--- config.mk ---
export PLATFORM = sky130hd
export DESIGN_NAME = axis_vlan_tag_decoder_qinq
export DESIGN_NICKNAME = d
export VERILOG_FILES = /design/src/rtl/axis_vlan_tag_decoder_qinq.sv
export SDC_FILE = /design/constraint.sdc
export NUM_CORES = 1
export LEC_CHECK = 0
export BUFFER_PORTS_ARGS = -buffer_cell sky130_fd_sc_hd__buf_4
export CORE_MARGIN = 2
export CORE_UTILIZATION = 60
export CTS_CLUSTER_SIZE = 8
export DETAILED_ROUTE_END_ITERATION = 8
export MAX_ROUTING_LAYER = met4
export PLACE_DENSITY = 0.9
export SETUP_SLACK_MARGIN = 0.1
export SKIP_CTS_REPAIR_TIMING = 1
export SLEW_MARGIN = 20
export SYNTH_ARGS = -nofsm -noshare
export SYNTH_HDL_FRONTEND = slang
export SYNTH_SLANG_ARGS = --single-unit
--- constraint.sdc ---
create_clock -name clk -period 8.3 [get_ports clk]
set_input_delay 0 -clock clk [delete_from_list [all_inputs] [get_ports clk]]
set_output_delay 0 -clock clk [all_outputs]
set_load 0.03 [all_outputs]
--- src/rtl/axis_vlan_tag_decoder_qinq.sv ---
// Ingress VLAN classifier/stripper for 32-bit AXI-Stream frames with optional Q-in-Q parsing.
// Emits untagged frames with C-VLAN on tdest and S-VLAN on tid; keeps saturating frame counters.
module axis_vlan_tag_decoder_qinq #(
  parameter logic [15:0] CVLAN_TPID    = 16'h8100,
  parameter logic [15:0] SVLAN_TPID    = 16'h88a8,
  parameter bit          QINQ_ENABLE   = 1'b1,
  parameter int          COUNTER_WIDTH = 32
) (
  input  logic                     clk,
  input  logic                     rst,
  input  logic [31:0]              axi_rx_tdata,
  input  logic [3:0]               axi_rx_tkeep,
  input  logic                     axi_rx_tvalid,
  output logic                     axi_rx_tready,
  input  logic                     axi_rx_tlast,
  input  logic                     axi_rx_tuser,
  output logic [31:0]              axi_tx_tdata,
  output logic [3:0]               axi_tx_tkeep,
  output logic                     axi_tx_tvalid,
  input  logic                     axi_tx_tready,
  output logic                     axi_tx_tlast,
  output logic [11:0]              axi_tx_tid,
  output logic [11:0]              axi_tx_tdest,
  output logic                     axi_tx_tuser,
  input  logic [11:0]              port_vlan,
  input  logic [11:0]              vlan_min,
  input  logic [11:0]              vlan_max,
  input  logic                     drop_tagged,
  input  logic                     drop_untagged,
  output logic [COUNTER_WIDTH-1:0] frames_forwarded,
  output logic [COUNTER_WIDTH-1:0] frames_dropped
);

  typedef enum logic [2:0] {S_HDR, S_TAG1, S_TAG2, S_FLUSH, S_BODY, S_DROP} state_t;

  localparam logic [COUNTER_WIDTH-1:0] CNT_MAX = {COUNTER_WIDTH{1'b1}};
  localparam logic [COUNTER_WIDTH-1:0] CNT_ONE = {{(COUNTER_WIDTH-1){1'b0}}, 1'b1};

  function automatic logic in_range(input logic [11:0] v, input logic [11:0] lo, input logic [11:0] hi);
    return (v >= lo) && (v <= hi);
  endfunction

  state_t      state_r;
  logic [1:0]  hdr_cnt_r;
  logic [1:0]  flush_idx_r;
  logic [1:0]  flush_last_r;
  logic        end_in_flush_r;
  logic [31:0] buf_data_r [4];
  logic [3:0]  buf_keep_r [4];
  logic        acc_user_r;
  logic [11:0] cvid_r;
  logic [11:0] svid_r;
  logic [11:0] port_vlan_r;
  logic [11:0] vlan_min_r;
  logic [11:0] vlan_max_r;
  logic        drop_tagged_r;
  logic        drop_untagged_r;
  logic [31:0] tx_data_r;
  logic [3:0]  tx_keep_r;
  logic        tx_valid_r;
  logic        tx_last_r;
  logic [11:0] tx_tid_r;
  logic [11:0] tx_tdest_r;
  logic        tx_user_r;
  logic        fwd_pulse_r;
  logic        drop_pulse_r;
  logic [COUNTER_WIDTH-1:0] cnt_fwd_r;
  logic [COUNTER_WIDTH-1:0] cnt_drop_r;

  logic        rx_ready_s;
  logic        rx_fire_s;
  logic        load_ok_s;
  logic [15:0] tpid_s;
  logic [11:0] vid_s;
  logic [11:0] tag_cvid_s;
  logic        dec_drop_s;
  logic        dec_tag2_s;
  logic        dec_untag_s;
  logic [11:0] dec_cvid_s;
  logic [11:0] dec_svid_s;

  // TPID in bytes 0-1 of the tag beat, VID is the low 12 bits of the TCI in bytes 2-3
  assign tpid_s     = {axi_rx_tdata[7:0], axi_rx_tdata[15:8]};
  assign vid_s      = {axi_rx_tdata[19:16], axi_rx_tdata[31:24]};
  assign tag_cvid_s = (vid_s == 12'd0) ? port_vlan_r : vid_s;
  assign load_ok_s  = !tx_valid_r || axi_tx_tready;
  assign rx_fire_s  = axi_rx_tvalid && rx_ready_s;

  // Input backpressure: only FLUSH and a stalled BODY hold off the upstream MAC
  always_comb begin
    rx_ready_s = 1'b0;
    if (rst) begin
      rx_ready_s = 1'b0;
    end else begin
      case (state_r)
        S_HDR, S_TAG1, S_TAG2, S_DROP: rx_ready_s = 1'b1;
        S_FLUSH:                       rx_ready_s = 1'b0;
        S_BODY:                        rx_ready_s = load_ok_s;
        default:                       rx_ready_s = 1'b0;
      endcase
    end
  end

  // Classification of the current tag beat; only meaningful when a beat is accepted in TAG1/TAG2
  always_comb begin
    dec_drop_s  = 1'b0;
    dec_tag2_s  = 1'b0;
    dec_untag_s = 1'b0;
    dec_cvid_s  = port_vlan_r;
    dec_svid_s  = 12'd0;
    case (state_r)
      S_TAG1: begin
        if (tpid_s == CVLAN_TPID) begin
          dec_cvid_s = tag_cvid_s;
          dec_drop_s = (vid_s == 12'hfff) || drop_tagged_r || axi_rx_tlast ||
                       !in_range(tag_cvid_s, vlan_min_r, vlan_max_r);
        end else if ((tpid_s == SVLAN_TPID) && QINQ_ENABLE) begin
          dec_drop_s = (vid_s == 12'hfff) || axi_rx_tlast;
          dec_tag2_s = !((vid_s == 12'hfff) || axi_rx_tlast);
        end else begin
          dec_untag_s = 1'b1;
          dec_drop_s  = drop_untagged_r || !in_range(port_vlan_r, vlan_min_r, vlan_max_r);
        end
      end
      S_TAG2: begin
        dec_svid_s = svid_r;
        if (tpid_s == CVLAN_TPID) begin
          dec_cvid_s = tag_cvid_s;
          dec_drop_s = (vid_s == 12'hfff) || drop_tagged_r || axi_rx_tlast ||
                       !in_range(tag_cvid_s, vlan_min_r, vlan_max_r);
        end else begin
          dec_drop_s = 1'b1;
        end
      end
      default: begin
        dec_drop_s = 1'b0;
      end
    endcase
  end

  // Frame parser FSM with the registered output stage
  always_ff @(posedge clk) begin
    if (rst) begin
      state_r         <= S_HDR;
      hdr_cnt_r       <= 2'd0;
      flush_idx_r     <= 2'd0;
      flush_last_r    <= 2'd0;
      end_in_flush_r  <= 1'b0;
      for (int i = 0; i < 4; i++) begin
        buf_data_r[i] <= 32'd0;
        buf_keep_r[i] <= 4'd0;
      end
      acc_user_r      <= 1'b0;
      cvid_r          <= 12'd0;
      svid_r          <= 12'd0;
      port_vlan_r     <= 12'd0;
      vlan_min_r      <= 12'd0;
      vlan_max_r      <= 12'd0;
      drop_tagged_r   <= 1'b0;
      drop_untagged_r <= 1'b0;
      tx_data_r       <= 32'd0;
      tx_keep_r       <= 4'd0;
      tx_valid_r      <= 1'b0;
      tx_last_r       <= 1'b0;
      tx_tid_r        <= 12'd0;
      tx_tdest_r      <= 12'd0;
      tx_user_r       <= 1'b0;
      fwd_pulse_r     <= 1'b0;
      drop_pulse_r    <= 1'b0;
    end else begin
      fwd_pulse_r  <= 1'b0;
      drop_pulse_r <= 1'b0;
      if (tx_valid_r && axi_tx_tready) begin
        tx_valid_r <= 1'b0;
      end
      case (state_r)
        S_HDR: begin
          if (rx_fire_s) begin
            buf_data_r[hdr_cnt_r] <= axi_rx_tdata;
            buf_keep_r[hdr_cnt_r] <= axi_rx_tkeep;
            if (hdr_cnt_r == 2'd0) begin
              port_vlan_r     <= port_vlan;
              vlan_min_r      <= vlan_min;
              vlan_max_r      <= vlan_max;
              drop_tagged_r   <= drop_tagged;
              drop_untagged_r <= drop_untagged;
              acc_user_r      <= axi_rx_tuser;
            end else begin
              acc_user_r      <= acc_user_r | axi_rx_tuser;
            end
            if (axi_rx_tlast) begin
              drop_pulse_r <= 1'b1;
              hdr_cnt_r    <= 2'd0;
            end else if (hdr_cnt_r == 2'd2) begin
              hdr_cnt_r    <= 2'd0;
              state_r      <= S_TAG1;
            end else begin
              hdr_cnt_r    <= hdr_cnt_r + 2'd1;
            end
          end
        end
        S_TAG1, S_TAG2: begin
          if (rx_fire_s) begin
            acc_user_r <= acc_user_r | axi_rx_tuser;
            if (dec_drop_s) begin
              drop_pulse_r <= 1'b1;
              state_r      <= axi_rx_tlast ? S_HDR : S_DROP;
            end else if (dec_tag2_s) begin
              svid_r  <= vid_s;
              state_r <= S_TAG2;
            end else begin
              fwd_pulse_r    <= 1'b1;
              cvid_r         <= dec_cvid_s;
              svid_r         <= dec_svid_s;
              buf_data_r[3]  <= axi_rx_tdata;
              buf_keep_r[3]  <= axi_rx_tkeep;
              flush_last_r   <= dec_untag_s ? 2'd3 : 2'd2;
              end_in_flush_r <= axi_rx_tlast;
              state_r        <= S_FLUSH;
              // Launch the first buffered word now so output starts the very next cycle
              if (load_ok_s) begin
                tx_data_r   <= buf_data_r[0];
                tx_keep_r   <= buf_keep_r[0];
                tx_valid_r  <= 1'b1;
                tx_last_r   <= 1'b0;
                tx_user_r   <= 1'b0;
                tx_tid_r    <= dec_svid_s;
                tx_tdest_r  <= dec_cvid_s;
                flush_idx_r <= 2'd1;
              end else begin
                flush_idx_r <= 2'd0;
              end
            end
          end
        end
        S_FLUSH: begin
          if (load_ok_s) begin
            tx_data_r  <= buf_data_r[flush_idx_r];
            tx_keep_r  <= buf_keep_r[flush_idx_r];
            tx_valid_r <= 1'b1;
            tx_last_r  <= end_in_flush_r && (flush_idx_r == flush_last_r);
            tx_user_r  <= end_in_flush_r && (flush_idx_r == flush_last_r) && acc_user_r;
            tx_tid_r   <= svid_r;
            tx_tdest_r <= cvid_r;
            if (flush_idx_r == flush_last_r) begin
              state_r <= end_in_flush_r ? S_HDR : S_BODY;
            end else begin
              flush_idx_r <= flush_idx_r + 2'd1;
            end
          end
        end
        S_BODY: begin
          if (rx_fire_s) begin
            tx_data_r  <= axi_rx_tdata;
            tx_keep_r  <= axi_rx_tkeep;
            tx_valid_r <= 1'b1;
            tx_last_r  <= axi_rx_tlast;
            tx_user_r  <= axi_rx_tlast && (acc_user_r | axi_rx_tuser);
            tx_tid_r   <= svid_r;
            tx_tdest_r <= cvid_r;
            acc_user_r <= acc_user_r | axi_rx_tuser;
            if (axi_rx_tlast) begin
              state_r <= S_HDR;
            end
          end
        end
        S_DROP: begin
          if (rx_fire_s && axi_rx_tlast) begin
            state_r <= S_HDR;
          end
        end
        default: begin
          state_r <= S_HDR;
        end
      endcase
    end
  end

  // Saturating statistics, updated the cycle after each frame decision
  always_ff @(posedge clk) begin
    if (rst) begin
      cnt_fwd_r  <= {COUNTER_WIDTH{1'b0}};
      cnt_drop_r <= {COUNTER_WIDTH{1'b0}};
    end else begin
      if (fwd_pulse_r && (cnt_fwd_r != CNT_MAX)) begin
        cnt_fwd_r <= cnt_fwd_r + CNT_ONE;
      end
      if (drop_pulse_r && (cnt_drop_r != CNT_MAX)) begin
        cnt_drop_r <= cnt_drop_r + CNT_ONE;
      end
    end
  end

  assign axi_rx_tready    = rx_ready_s;
  assign axi_tx_tdata     = tx_data_r;
  assign axi_tx_tkeep     = tx_keep_r;
  assign axi_tx_tvalid    = tx_valid_r;
  assign axi_tx_tlast     = tx_last_r;
  assign axi_tx_tid       = tx_tid_r;
  assign axi_tx_tdest     = tx_tdest_r;
  assign axi_tx_tuser     = tx_user_r;
  assign frames_forwarded = cnt_fwd_r;
  assign frames_dropped   = cnt_drop_r;

endmodule

## Yosys cells after proc, flatten, opt, wreduce, memory -nomap -nowiden

Memory sizes are Yosys's and may differ from the RTL's. A register that Yosys moved wholly into a read port is not among the register bits.
Index checks and enable logic that the tools add are counted.

- Muxes and demuxes: 119
- Add/subtract/negate cells: 4
- Order comparisons: 4
- Equal/unequal tests: 26
- Reductions and logical operators: 39
- Bitwise operators: 5

Operator list:

| cell | number |
|---|---|
| 2-to-1 mux 32 bit | 8 |
| 2-to-1 mux 12 bit | 17 |
| one-hot mux 32 bit (3 select lines) | 1 |
| one-hot mux 12 bit (3 select lines) | 2 |
| adder 32 x 1 -> 32 bit (second input constant) | 2 |
| != test 32 bit (second input constant) | 2 |
| 2-to-1 mux 1 bit | 48 |
| 2-to-1 mux 3 bit | 12 |
| == test 16 bit (second input constant) | 2 |
| 2-to-1 mux 4 bit | 8 |
| OR reduction 32 bit | 1 |
| 2-to-1 mux 2 bit | 13 |
| greater-or-equal comparator 12 bit | 2 |
| <= comparator 12 bit | 2 |
| != test 2 bit (second input constant) | 11 |
| one-hot mux 3 bit (5 select lines) | 1 |
| == test 12 bit (second input constant) | 1 |
| zero test 12 bit | 1 |
| one-hot mux 4 bit (3 select lines) | 1 |
| logical AND 1 bit | 10 |
| one-hot mux 1 bit (3 select lines) | 3 |
| AND reduction 3 bit | 3 |
| AND reduction 9 bit | 1 |
| one-hot mux 1 bit (2 select lines) | 4 |
| 23 further kinds | 41 |

- Memory bits (writable): 144
- Output and inout port bits: 128
- Register bits after elaboration: 202
- Memories: 2
- Bits of input ports: 80

Memories:

| memory | words | width | rd ports | clocked after Yosys merged registers in | wr ports | RTL line | source |
|---|---|---|---|---|---|---|---|
| buf_data_r | 4 | 32 | 2 | 1 | 4 | 48 | `logic [31:0] buf_data_r [4];` |
| buf_keep_r | 4 | 4 | 2 | 1 | 4 | 49 | `logic [3:0] buf_keep_r [4];` |

## Longest topological paths before layout

- Word-level depth: 14
- Gate-level depth with buffers: 16
- Gate-level depth less buffers: 12

## Worst setup path after synthesis

OpenSTA, ideal clock, no wires.

- Path type: input to register
- From: input axi_rx_tdata[30]
- To: memory buf_data_r[3][0] (enable)
- Buffers on the path: 3
- Cell stages on the path: 14
- Slack: 4317 ps
- Required time: 7905 ps
- Arrival: 3589 ps
- Cells stage by stage: clkbuf_1 > nor4_1 > and3_1 > clkbuf_1 > a21o_1 > ha_1 > o2111ai_1 > or4_1 > nand3_1 > nand3_2 > a211o_1 > clkbuf_1 > nand2_1 > a41o_1

RTL lines:

| what | RTL line | source |
|---|---|---|
| start, declared | 11 | `input logic [31:0] axi_rx_tdata,` |
| end, declared | 48 |  |

==> flow_metrics.py <==
metrics = {
    "setup_path": {
        "cp_cell_sequence": "dlygate4sd3_1 > buf_4 > nor4_1 > and3_1 > a21oi_1 > ha_1 > nand2b_1 > a2111oi_0 > or4_1 > nand3_1 > nand3_2 > a211o_1 > and2_2 > nor2b_1",
        "r2r.worst_path.cells": 10,
        "slowest_stage": "and2_2",
        "cp-end-kind": "flop",
        "crit_end": "buf_data_r[3][9]",
        "cpLargestDelayFamily": "simple AND/OR/NAND/NOR gates",
        "crit_cells": 14,
        "crit_fanout": 36,
        "critPathLaunch": "axi_rx_tdata[16]",
        "r2r-end": "buf_data_r[3][9]",
        "reg2reg_slack_ns": 4.06,
        "cp_slowest_stage_delay_ns": 0.85,
        "r2r-start": "vlan_min_r[2]",
        "cp.required_ns": 8.56,
        "critPathKind": "in2reg",
        "crit_buf_inv": 2,
        "crit_path_start_kind": "input pin",
        "cp.arrival_ns": 4.83,
    },
    "sta": {
        "setup_violations": 0,
        "rsz0062_at_grt": "false",
        "period_share_pct": 55.00,
        "maxSlewViolCount": 0,
        "worst_pin_slew_ns": 1.099,
        "finalSetupTns_ns": 0,
        "slew_headroom_pct": 26.76,
        "clock_skew_ns": 0.02247,
        "final-hold-violation-count": 0,
        "min_period_ns": 4.565,
        "fmax_mhz": 219.1,
    },
    "layout": {
        "finalNetCount": 1968,
        "fin_util_pct": 75.04,
        "area_growth_syn_to_layout_pct": 23.64,
        "final_layout_size_suffix_gt1_share_pct": 17.86,
        "fillers": 1648,
    },
    "floorplanning": {
        "num_rows": 60,
        "die-area_um2": 28440,
        "initial_core_util_pct": 60.70,
        "die_height_um": 168.7,
        "core_um2": 26800,
        "die_w_um": 168.7,
        "ioPinCount": 208,
    },
    "clock_network": {
        "cts_sinks": 348,
        "clkSlewWorstSetupHoldPaths_ns": 0.05,
        "clk_latency_ns": 0.56,
        "cts_tree": "yes",
        "cts_buffer_depth": 3,
        "numCtsBuffers": 49,
        "htree_levels": 2,
        "clockRootBuffer": "clkbuf_16",
    },
    "synth": {
        "ys_seq_area_share_pct": 51.69,
        "netlist_area_um2": 16270,
        "synthCells": 1597,
        "synthDistinctLibCells": 65,
        "synth-seq-cells": 348,
        "ys_warn_count": 0,
        "ys.flop_type": "dfxtp_1",
        "synth-edff-count": 144,
        "synth.avg_cell_area_um2": 10.19,
        "ys_async_sr_fraction_pct": 0,
        "synth_nets": 1727,
    },
    "drt": {
        "wl_per_cell_um": 21.67,
        "drt_wl_total_um": 47810,
        "dr.pass1.iters": 6,
        "vias_per_cell": 6.278,
        "drc": 0,
        "drtAntennaViolNets": 0,
        "vias": 13850,
        "dr.first_iter.drc_count": 1561,
    },
    "global_route": {
        "grt_util_all_layers_pct": 32.47,
        "grt_max_degree": 85,
        "antenna_found_initial": 1,
        "grt_pass1_wl_um": 70830,
        "first_global_vias": 13160,
        "grt.overflow.total": 0,
    },
    "worst_hold_path": {
        "hold_class": "in2reg",
        "min_path_cells": 2,
    },
    "power_and_ir_drop": {
        "peakVddDrop_mv": 0.1567,
        "p_per_area_nw_per_um2": 211.3,
        "p_leak_nw": 7.847,
    },
    "place": {
        "dpl.hpwl_um": 28630,
        "io_buffers": 207,
        "place.gp.congestion": 0.9317,
    },
    "run_status": {
        "outcome": "finished clean",
    },
    "run": {
        "maxCapViolations": 0,
    },
}
==> synth_stat cells (23+ instances only) <==
cell,count,area share [%]
dfxtp_1,204,25
nand2_1,164,3.8
nor2_1,160,3.7
edfxtp_1,144,27
a21oi_1,91,2.8
clkbuf_1,83,1.9
and2_1,75,2.9
nand3_1,56,1.7
ha_1,50,3.8
and3_1,46,1.8
nor2b_1,44,1.7
inv_1,41,0.95
a22oi_1,37,1.7
a311oi_1,37,2.0
mux4_2,36,5.0
xor2_1,32,1.7
xnor2_1,28,1.5
o21ai_0,26,0.80
nand4_1,23,0.88
==> flip-flops by register name, indices dropped and copies added (netlist names), 12 cells and up, named ones only <==
register          count
axi_tx_tdata         32
axi_tx_tdest         12
axi_tx_tid           12
buf_data_r          128
buf_keep_r           16
cvid_r               12
frames_dropped       32
frames_forwarded     32
port_vlan_r          12
svid_r               12
vlan_max_r           12
vlan_min_r           12
==> power by group <==
group | total (W) | switching [W] | leakage (nW) | internal (W)
Combinational | 0.000520 | 0.000303 | 4.05 | 0.000217
Clock | 0.00181 | 0.000716 | 0.658 | 0.00109
Sequential | 0.00192 | 0.0000538 | 3.14 | 0.00187
Total | 0.00425 | 0.00107 | 7.85 | 0.00318
==> layer usage <==
metal	wire, µm	GRT usage [%]	share of wire (%)	up-vias
li1	-	-	-	6230
met1	18120	40.01	38	6626
met2	23670	54.39	50	827
met3	4264	5.611	8.9	166
met4	1756	11.43	3.7	0
met5	0	-	0	-
==> stage by stage <==
step | worst slack [ns] | hold slack [ns] | instances | cell area [µm²] | total power, W
5_1_grt | 3.425 | 0.007219 | 2206 | 20110 | 0.004374
4_1_cts | 4.118 | -0.3027 | 2129 | 19350 | 0.004209
6_report | 3.735 | 0.008698 | 2206 | 20110 | 0.004250
2_1_floorplan | 4.317 | 0.1360 | 1597 | 16270 | 0.002262
3_3_place_gp | 3.945 | 0.2469 | 2052 | 17980 | 0.002407
3_5_place_dp | 3.805 | 0.2576 | 2052 | 17980 | 0.002425
==> how the worst min path moves through the flow <==
stage	from	end	slack, ns
floorplan	drop_untagged	drop_untagged_r	0.14
global placement	vlan_min[5]	vlan_min_r[5]	0.25
detailed placement	drop_untagged	drop_untagged_r	0.26
CTS	drop_untagged	drop_untagged_r	-0.30
global route	rst	frames_forwarded[6]	0.007
finish	rst	frames_forwarded[21]	0.009
==> final cells by class <==
type                            count  area, µm²  area share (%)
Antenna cell                        1      2.502         0.01244
Clock buffer                       74       1330           6.613
Clock inverter                      3      41.29          0.2053
Inverter                           42      157.7          0.7839
Multi-Input combinational cell   1094       7279           36.20
Sequential cell                   348       8409           41.81
Tap cell                          341      426.7           2.121
Timing Repair Buffer              303       2465           12.26
==> logic make-up after synthesis <==
logic type | count (synthesis) | share of synthesized area (%)
multiplexers | 48 | 5.723
adder cells (fa/ha/maj) | 51 | 3.907
AND/OR/NAND/NOR | 656 | 20.00
flip-flops | 348 | 51.69
XOR/XNOR | 60 | 3.231
buffers and inverters | 155 | 3.746
AO/OA/AOI/OAI | 279 | 11.71
==> placed cells by master (no fill, tap or decap), types with 41 or more instances in the layout <==
master	netlist	routed
ha_1	50	50
and3_1	46	46
buf_4	2	227
and2_1	75	74
a21oi_1	91	91
nor2b_1	44	44
dfxtp_1	204	203
dlygate4sd3_1	0	76
clkbuf_16	0	49
nand3_1	56	56
inv_1	41	41
edfxtp_1	144	144
nand2_1	164	164
nor2_1	160	157
==> worst register-to-register path: stages, from the launching register on <==
cell and delay [ns]:
dfxtp_1 0.32, inv_1 0.07, ha_1 0.29, a211o_1 0.29, a31oi_1 0.15, o221ai_1 0.13
a221oi_1 0.48, o41a_1 0.47, a211o_1 0.74, and2_2 0.85, nor2b_1 0.19
No activity file was read; power rests on OpenSTA's default activity.
